**src/rtl/pht_ctrl.sv**
```systemverilog
// PHT controller: init sweep of 2**INDEX_WIDTH writes, then 3-stage read-modify-write counter updates
// (accept at T, table write at T+2); upd_rdy_o is low during the sweep and on an init request.
module pht_ctrl #(
  parameter int         INDEX_WIDTH = 8,
  parameter logic [1:0] INIT_STATE  = 2'b01,
  parameter int         CNT_WIDTH   = 32
) (
  input  logic                   clk_i,
  input  logic                   rst_ni,
  input  logic                   init_req_i,
  output logic                   busy_o,
  input  logic                   upd_vld_i,
  input  logic [INDEX_WIDTH-1:0] upd_idx_i,
  input  logic                   upd_taken_i,
  output logic                   upd_rdy_o,
  output logic                   tbl_rd_en_o,
  output logic [INDEX_WIDTH-1:0] tbl_rd_idx_o,
  input  logic [1:0]             tbl_rd_data_i,
  output logic                   tbl_wr_en_o,
  output logic [INDEX_WIDTH-1:0] tbl_wr_idx_o,
  output logic [1:0]             tbl_wr_data_o,
  output logic [CNT_WIDTH-1:0]   upd_cnt_o
);

  typedef enum logic {ST_INIT, ST_RUN} state_e;

  state_e                 state_q, state_d;
  logic [INDEX_WIDTH-1:0] sweep_q, sweep_d;
  logic                   busy_q, busy_d;
  logic                   s1_vld_q, s1_vld_d;
  logic [INDEX_WIDTH-1:0] s1_idx_q, s1_idx_d;
  logic                   s1_taken_q, s1_taken_d;
  logic                   wr_en_q, wr_en_d;
  logic [INDEX_WIDTH-1:0] wr_idx_q, wr_idx_d;
  logic [1:0]             wr_data_q, wr_data_d;
  logic                   old_vld_q, old_vld_d;
  logic [INDEX_WIDTH-1:0] old_idx_q, old_idx_d;
  logic [1:0]             old_data_q, old_data_d;
  logic [CNT_WIDTH-1:0]   cnt_q, cnt_d;

  logic                   accept;
  logic [INDEX_WIDTH-1:0] widx;
  logic [1:0]             cur_val;
  logic [1:0]             new_val;

  assign upd_rdy_o    = (state_q == ST_RUN) && !init_req_i;
  assign accept       = upd_vld_i && upd_rdy_o;
  assign tbl_rd_en_o  = accept;
  assign tbl_rd_idx_o = upd_idx_i;

  assign busy_o        = busy_q;
  assign tbl_wr_en_o   = wr_en_q;
  assign tbl_wr_idx_o  = wr_idx_q;
  assign tbl_wr_data_o = wr_data_q;
  assign upd_cnt_o     = cnt_q;

  // The RAM has not yet committed the two most recent writes when stage 1 sees its read data.
  always_comb begin
    if (wr_en_q && (wr_idx_q == s1_idx_q)) begin
      cur_val = wr_data_q;
    end else if (old_vld_q && (old_idx_q == s1_idx_q)) begin
      cur_val = old_data_q;
    end else begin
      cur_val = tbl_rd_data_i;
    end
    if (s1_taken_q) begin
      new_val = (cur_val == 2'b11) ? 2'b11 : cur_val + 2'b01;
    end else begin
      new_val = (cur_val == 2'b00) ? 2'b00 : cur_val - 2'b01;
    end
  end

  always_comb begin
    state_d    = state_q;
    sweep_d    = sweep_q;
    busy_d     = busy_q;
    s1_vld_d   = 1'b0;
    s1_idx_d   = s1_idx_q;
    s1_taken_d = s1_taken_q;
    wr_en_d    = 1'b0;
    wr_idx_d   = wr_idx_q;
    wr_data_d  = wr_data_q;
    old_vld_d  = wr_en_q;
    old_idx_d  = wr_idx_q;
    old_data_d = wr_data_q;
    cnt_d      = cnt_q;
    widx       = init_req_i ? '0 : sweep_q;

    case (state_q)
      ST_INIT: begin
        wr_en_d   = 1'b1;
        wr_idx_d  = widx;
        wr_data_d = INIT_STATE;
        sweep_d   = widx + 1'b1;
        if (widx == {INDEX_WIDTH{1'b1}}) begin
          state_d = ST_RUN;
          busy_d  = 1'b0;
        end
      end
      default: begin
        if (init_req_i) begin
          // Stage-1 update is dropped; the write already on tbl_wr_* still lands this edge.
          state_d   = ST_INIT;
          sweep_d   = '0;
          busy_d    = 1'b1;
          old_vld_d = 1'b0;
        end else begin
          s1_vld_d   = accept;
          s1_idx_d   = upd_idx_i;
          s1_taken_d = upd_taken_i;
          if (s1_vld_q) begin
            wr_en_d   = 1'b1;
            wr_idx_d  = s1_idx_q;
            wr_data_d = new_val;
            if (cnt_q != {CNT_WIDTH{1'b1}}) begin
              cnt_d = cnt_q + 1'b1;
            end
          end
        end
      end
    endcase
  end

  always_ff @(posedge clk_i or negedge rst_ni) begin
    if (!rst_ni) begin
      state_q    <= ST_INIT;
      sweep_q    <= '0;
      busy_q     <= 1'b1;
      s1_vld_q   <= 1'b0;
      s1_idx_q   <= '0;
      s1_taken_q <= 1'b0;
      wr_en_q    <= 1'b0;
      wr_idx_q   <= '0;
      wr_data_q  <= '0;
      old_vld_q  <= 1'b0;
      old_idx_q  <= '0;
      old_data_q <= '0;
      cnt_q      <= '0;
    end else begin
      state_q    <= state_d;
      sweep_q    <= sweep_d;
      busy_q     <= busy_d;
      s1_vld_q   <= s1_vld_d;
      s1_idx_q   <= s1_idx_d;
      s1_taken_q <= s1_taken_d;
      wr_en_q    <= wr_en_d;
      wr_idx_q   <= wr_idx_d;
      wr_data_q  <= wr_data_d;
      old_vld_q  <= old_vld_d;
      old_idx_q  <= old_idx_d;
      old_data_q <= old_data_d;
      cnt_q      <= cnt_d;
    end
  end

endmodule

```
**config.mk**
```make
export PLATFORM = sky130hd
export DESIGN_NAME = pht_ctrl
export DESIGN_NICKNAME = d
export VERILOG_FILES = /design/src/rtl/pht_ctrl.sv
export SDC_FILE = /design/constraint.sdc
export NUM_CORES = 1
export LEC_CHECK = 0
export CAP_MARGIN = 15
export CORE_MARGIN = 5
export CORE_UTILIZATION = 52
export CTS_BUF_LIST = sky130_fd_sc_hd__clkbuf_16
export DETAILED_ROUTE_END_ITERATION = 8
export PLACE_DENSITY = 0.8
export SYNTH_ARGS = -nofsm -noshare
export SYNTH_HDL_FRONTEND = slang
export SYNTH_SLANG_ARGS = --single-unit
```
**constraint.sdc**
```tcl
create_clock -name clk_i -period 2.5 [get_ports clk_i]
set_input_delay 0.75 -clock clk_i [delete_from_list [all_inputs] [get_ports clk_i]]
set_output_delay 0.75 -clock clk_i [all_outputs]
set_load 0.05 [all_outputs]
```
# [Word level (Yosys, flattened, before mapping)]
# Cells that the tools add are included.
[word_totals] register_bits=74 out_inout_bits=54 input_bits=15
[classes] eq_ne=8 muxes=26 n_reduce_logical=11 bitwise=1 n_addsub=4
[op_table] operator="$mux 8" count=5
[op_table] operator="$add 32x1->32 const B" count=1
[op_table] operator="$ne 32x32->1 const B" count=1
[op_table] operator="$eq 8x8->1" count=2
[op_table] operator="$mux 2" count=8
[op_table] operator="$mux 1" count=13
[op_table] operator="$add 8x1->8 const B" count=1
[op_table] operator="$eq 8x8->1 const B" count=1
[op_table] operator="$reduce_and 2->1" count=3
[op_table] operator="$logic_and 1x1->1" count=4
[op_table] operator="$ne 2x2->1 const B" count=2
[op_table] operator="$reduce_and 4->1" count=1
[op_table] operator="$add 2x1->2 const B" count=1
[op_table] operator="$eq 2x2->1 const B" count=1
[op_table] operator="$logic_not 2->1" count=1
[op_table] operator="$ne 2x1->1 const B" count=1
[op_table] operator="$reduce_bool 2->1" count=1
[op_table] operator="$sub 2x1->2 const B" count=1
[op_table] operator="$logic_not 1->1" count=1
[op_table] operator="$not 1->1" count=1

# [Depth between registers and ports, before layout]
[depth] ltp_word=10 mapped_depth=9 ltp_nobuf=8

# [Worst setup path before layout]
# No wires, ideal clock.
[synth_path] kind="input -> output" start="input init_req_i" end="output tbl_rd_en_o" setup_slack_ps=-462 required_time_ps=1750 arrival_time_ps=2212 path_buffers=1 stages=3 path_cell_list="and2b_1 buf_1 and2_1"
[synth_via] elab_chain_cells=3
[synth_rtl] element="start: declaration" line="10" text="input logic init_req_i,"
[synth_rtl] element="$logic_not 1->1" line="46" text="assign upd_rdy_o = (state_q == ST_RUN) && !init_req_i;"
[synth_rtl] element="$logic_and 1x1->1" line="46"
[synth_rtl] element="net upd_rdy_o" line="15" text="output logic upd_rdy_o,"
[synth_rtl] element="$logic_and 1x1->1" line="47" text="assign accept = upd_vld_i && upd_rdy_o;"
[synth_rtl] element="end: declaration" line="16" text="output logic tbl_rd_en_o,"
# The timed path passes the listed nets, and every way through them passes these cells.

# [Worst setup path after layout]
[layout_path] start="register cnt_q[12] (netlist: upd_cnt_o[12])" end="output upd_cnt_o[12]"
[layout_rtl] element="start: declaration" line="39" text="logic [CNT_WIDTH-1:0] cnt_q, cnt_d;"
[layout_rtl] element="start signal: assignment" line="152" text="cnt_q <= cnt_d;"
[layout_rtl] element="end: declaration" line="22" text="output logic [CNT_WIDTH-1:0] upd_cnt_o"
# No word-level cell between the ends.

==> results by group <==
Status
  • Status: completed

Clock tree
  • CTS tree: done
  • Clock transition at path regs: 0.05 ns
  • H-tree Lvls: 3
  • CTS Buffer Depth: 2
  • Hold buffers post-CTS: 0
  • Num CTS Buffers: 9
  • Root Driver: clkbuf_16
  • Sink Count: 74
  • Worst skew pair latency: 0.33 ns

STA
  • Achievable Freq: 0.411 GHz
  • Fin crit period: 2.43 ns
  • Final setup margin: 0.0658 ns
  • Slew Limit Fails: 0
  • TNS Setup: 0 ns
  • Worst Tran Pin Value: 0.634 ns
  • Final worst-path cycle share: 97.4%
  • Hold Vio Cnt, Final: 0
  • Worst rel slew slack: 57.4%
  • RSZ-0062 raised after global routing: false
  • Worst clock skew: 0.00381 ns
  • Setup Viol. Count Final: 0

Yosys
  • Synth Area in Compound Gates: 4.90%
  • Primary FF master, synth: dfrtp_1
  • Post-synthesis mux area share: 3.54%
  • Synth top area share: 52.3%
  • Number of flops mapped to enable cells by yosys: 0
  • Async set or reset register ratio after synthesis: 100%
  • Largest family of logic cells by synthesized area: simple AND/OR/NAND/NOR gates
  • Yosys top cell by area: dfrtp_1
  • Yosys cell types: 46
  • Post-synthesis simple-gate area fraction: 20.9%
  • Ys Warns: 0
  • Mapped cell area: 3500 sq um
  • Synth Area in Adders: 0.716%
  • Syn_nets: 339
  • Seq/Total Area, Yosys: 53.0%
  • Most area-consuming cells after synthesis: dfrtp_1 (52%), xnor2_1 (8.5%), xor2_1 (5.0%), mux2_2 (3.5%), nand3_1 (3.3%)
  • Synth Register Bits: 74
  • Gate Count Post-Synth: 322
  • Post-Synth XOR/XNOR Area: 13.5%
  • Synthesized area per cell: 10.9 sq um

Worst setup path
  • Worst Path Buf+Inv: 1
  • WP data arrival: 1.68 ns
  • WP data required: 1.75 ns
  • Startpoint class of the critical path: flop
  • R2r startpoint: s1_idx_q[6]
  • Worst R2R Setup Slack: 0.35 ns
  • Setup crit start: upd_cnt_o[12]
  • Crit path kind: reg2out
  • Worst-path cell chain: clkdlybuf4s50_1
  • CP max stage cell: clkdlybuf4s50_1
  • Levels on crit path: 1
  • Worst path max stage delay: 0.87 ns
  • Critical Path End: upd_cnt_o[12]
  • Top Family by Delay on Critical Path: buffers and inverters
  • R2r endpoint: tbl_wr_data_o[0]
  • Worst setup EP type: output pin
  • FF-to-FF path depth: 6
  • Max FO, Critical Path: 7

Pwr
  • P_leak: 2.12 nW
  • Pwr dens: 577 nW/um^2
  • Peak VDD IR: 0.000409 V

Floorplan
  • Ports: 69
  • Die ar.: 8460 sq um
  • Die Width: 92.0 microns
  • Initial Utilization: 54.1%
  • Die Ht: 92.0 microns
  • Row count: 29
  • Core area: 6460 sq um

Cells and area
  • Area growth syn-to-layout: 34.2%
  • Nets: 419
  • Most frequent cells in the layout: dfrtp_1 (73), clkdlybuf4s50_1 (56), xnor2_1 (34), nand2_1 (28), nand3_1 (23)
  • Share of layout cells above drive strength 1: 16.0%
  • Number of diodes: 0
  • Commonest non-fill, non-tap cell in the layout: dfrtp_1
  • # fillers: 471
  • Fin util: 72.6%

Global route
  • First-pass GRT wire length: 13.7 mm
  • Largest net degree at the start of global routing: 75
  • Total track usage: 20.3%
  • Vias in the first global route: 2808
  • Grt total ovfl: 0
  • Antenna violations before repair: 0

Place
  • Placer Congestion: 0.811
  • Pre-CTS setup slack: -0.213 ns
  • Port Buf Inserts: 68
  • Detailed placement HPWL: 5.71 mm

Route
  • Residual DRC: 0
  • DR vias: 2681
  • Via density: 5.54
  • Initial DRC count: 137
  • WL per Instance: 16.5 microns
  • First-pass iteration count of the detailed router: 4
  • Total routed wirelength: 8.00 mm
  • Post-DRT Antenna Nets: 0

Min path
  • Worst min path class: in2async

Flow run
  • Maxcap violations: 0
==> how the worst min path moves through the flow <==
stage,end,slack (ns),depth (start not counted),startpoint
3_5_place_dp,old_data_q[0],0.45,0,tbl_wr_data_o[0]
3_3_place_gp,old_data_q[1],0.43,0,tbl_wr_data_o[1]
6_report,sweep_q[0],0.44,2,rst_ni
2_1_floorplan,old_data_q[0],0.45,0,rst_ni
4_1_cts,sweep_q[0],0.46,2,rst_ni
5_1_grt,old_idx_q[3],0.47,0,tbl_wr_idx_o[3]
==> power breakdown <==
part / total, W / switching, W / internal, W
Combinational: 0.000253 / 0.000139 / 0.000114
Sequential: 0.00126 / 0.0000326 / 0.00123
Clock: 0.00119 / 0.000443 / 0.000752
Total: 0.00271 / 0.000614 / 0.00209
==> registers in the layout, summed over array words and instances (netlist names) <==
signal / flops
old_data_q: 2
state_q: 1
busy_o: 1
sweep_q: 8
old_vld_q: 1
s1_idx_q: 8
old_idx_q: 8
tbl_wr_data_o: 2
tbl_wr_idx_o: 8
upd_cnt_o: 32
s1_vld_q: 1
s1_taken_q: 1
tbl_wr_en_o: 1
==> layout make-up <==
cell class | instances | area (sq um) | area share [%]
multi-input combinational | 225 | 1530 | 32.5
clock inverter | 7 | 53.8 | 1.15
timing repair buffer | 84 | 907 | 19.3
sequential | 74 | 1850 | 39.5
clock buffer | 9 | 225 | 4.80
inverter | 8 | 30.0 | 0.640
tap | 77 | 96.3 | 2.05
==> metrics by stage <==
step                      hold slack, ns  cell area, sq um  power (W)  instances
after global placement             0.431              4400    0.00153        467
after detailed placement           0.446              4400    0.00153        467
after global routing               0.472              4690    0.00281        484
after CTS                          0.457              4690    0.00273        484
after floorplan                    0.454              3500    0.00142        322
final                              0.442              4690    0.00271        484
==> Yosys cell counts, types with 2 or more instances <==
master	n
o211ai_1	2
nor3_1	7
and2_1	4
and4_4	2
a21oi_1	10
nand2b_1	2
buf_4	8
o21ai_0	8
nand4_1	8
and3_2	2
ha_1	2
mux2_2	11
clkbuf_1	3
and4_1	2
xnor2_1	34
nand3_1	23
and3_1	11
inv_1	7
nor2_1	19
buf_2	3
dfrtp_1	73
nand2_1	28
xor2_1	20
a41o_1	2
nor3_2	2
nor4_1	4
or3_1	2
nor2b_1	4
a211oi_1	2
==> timing repair <==
| item | in CTS | in global routing |
|---|---|---|
| gates resized for setup | 3 | 0 |
| buffers inserted | 1 | 0 |
| setup endpoints to repair | 2 | 0 |
==> cell families after synthesis <==
logic type,after synthesis
and+or+nand+nor,130
muxes,11
DFF,74
AOI/OAI and AO/OA,28
xor gates and xnor gates,54
adders and majority gates,2
buffers and inverters,23
==> metal layers <==
metal  wire length, microns  global-route usage [%]
met1                   3430                    27.4
met2                   3970                    32.1
met3                    496                    3.93
met4                    106                    9.16
met5                      0                       0
Note: power is estimated with default switching activity, not from simulation.
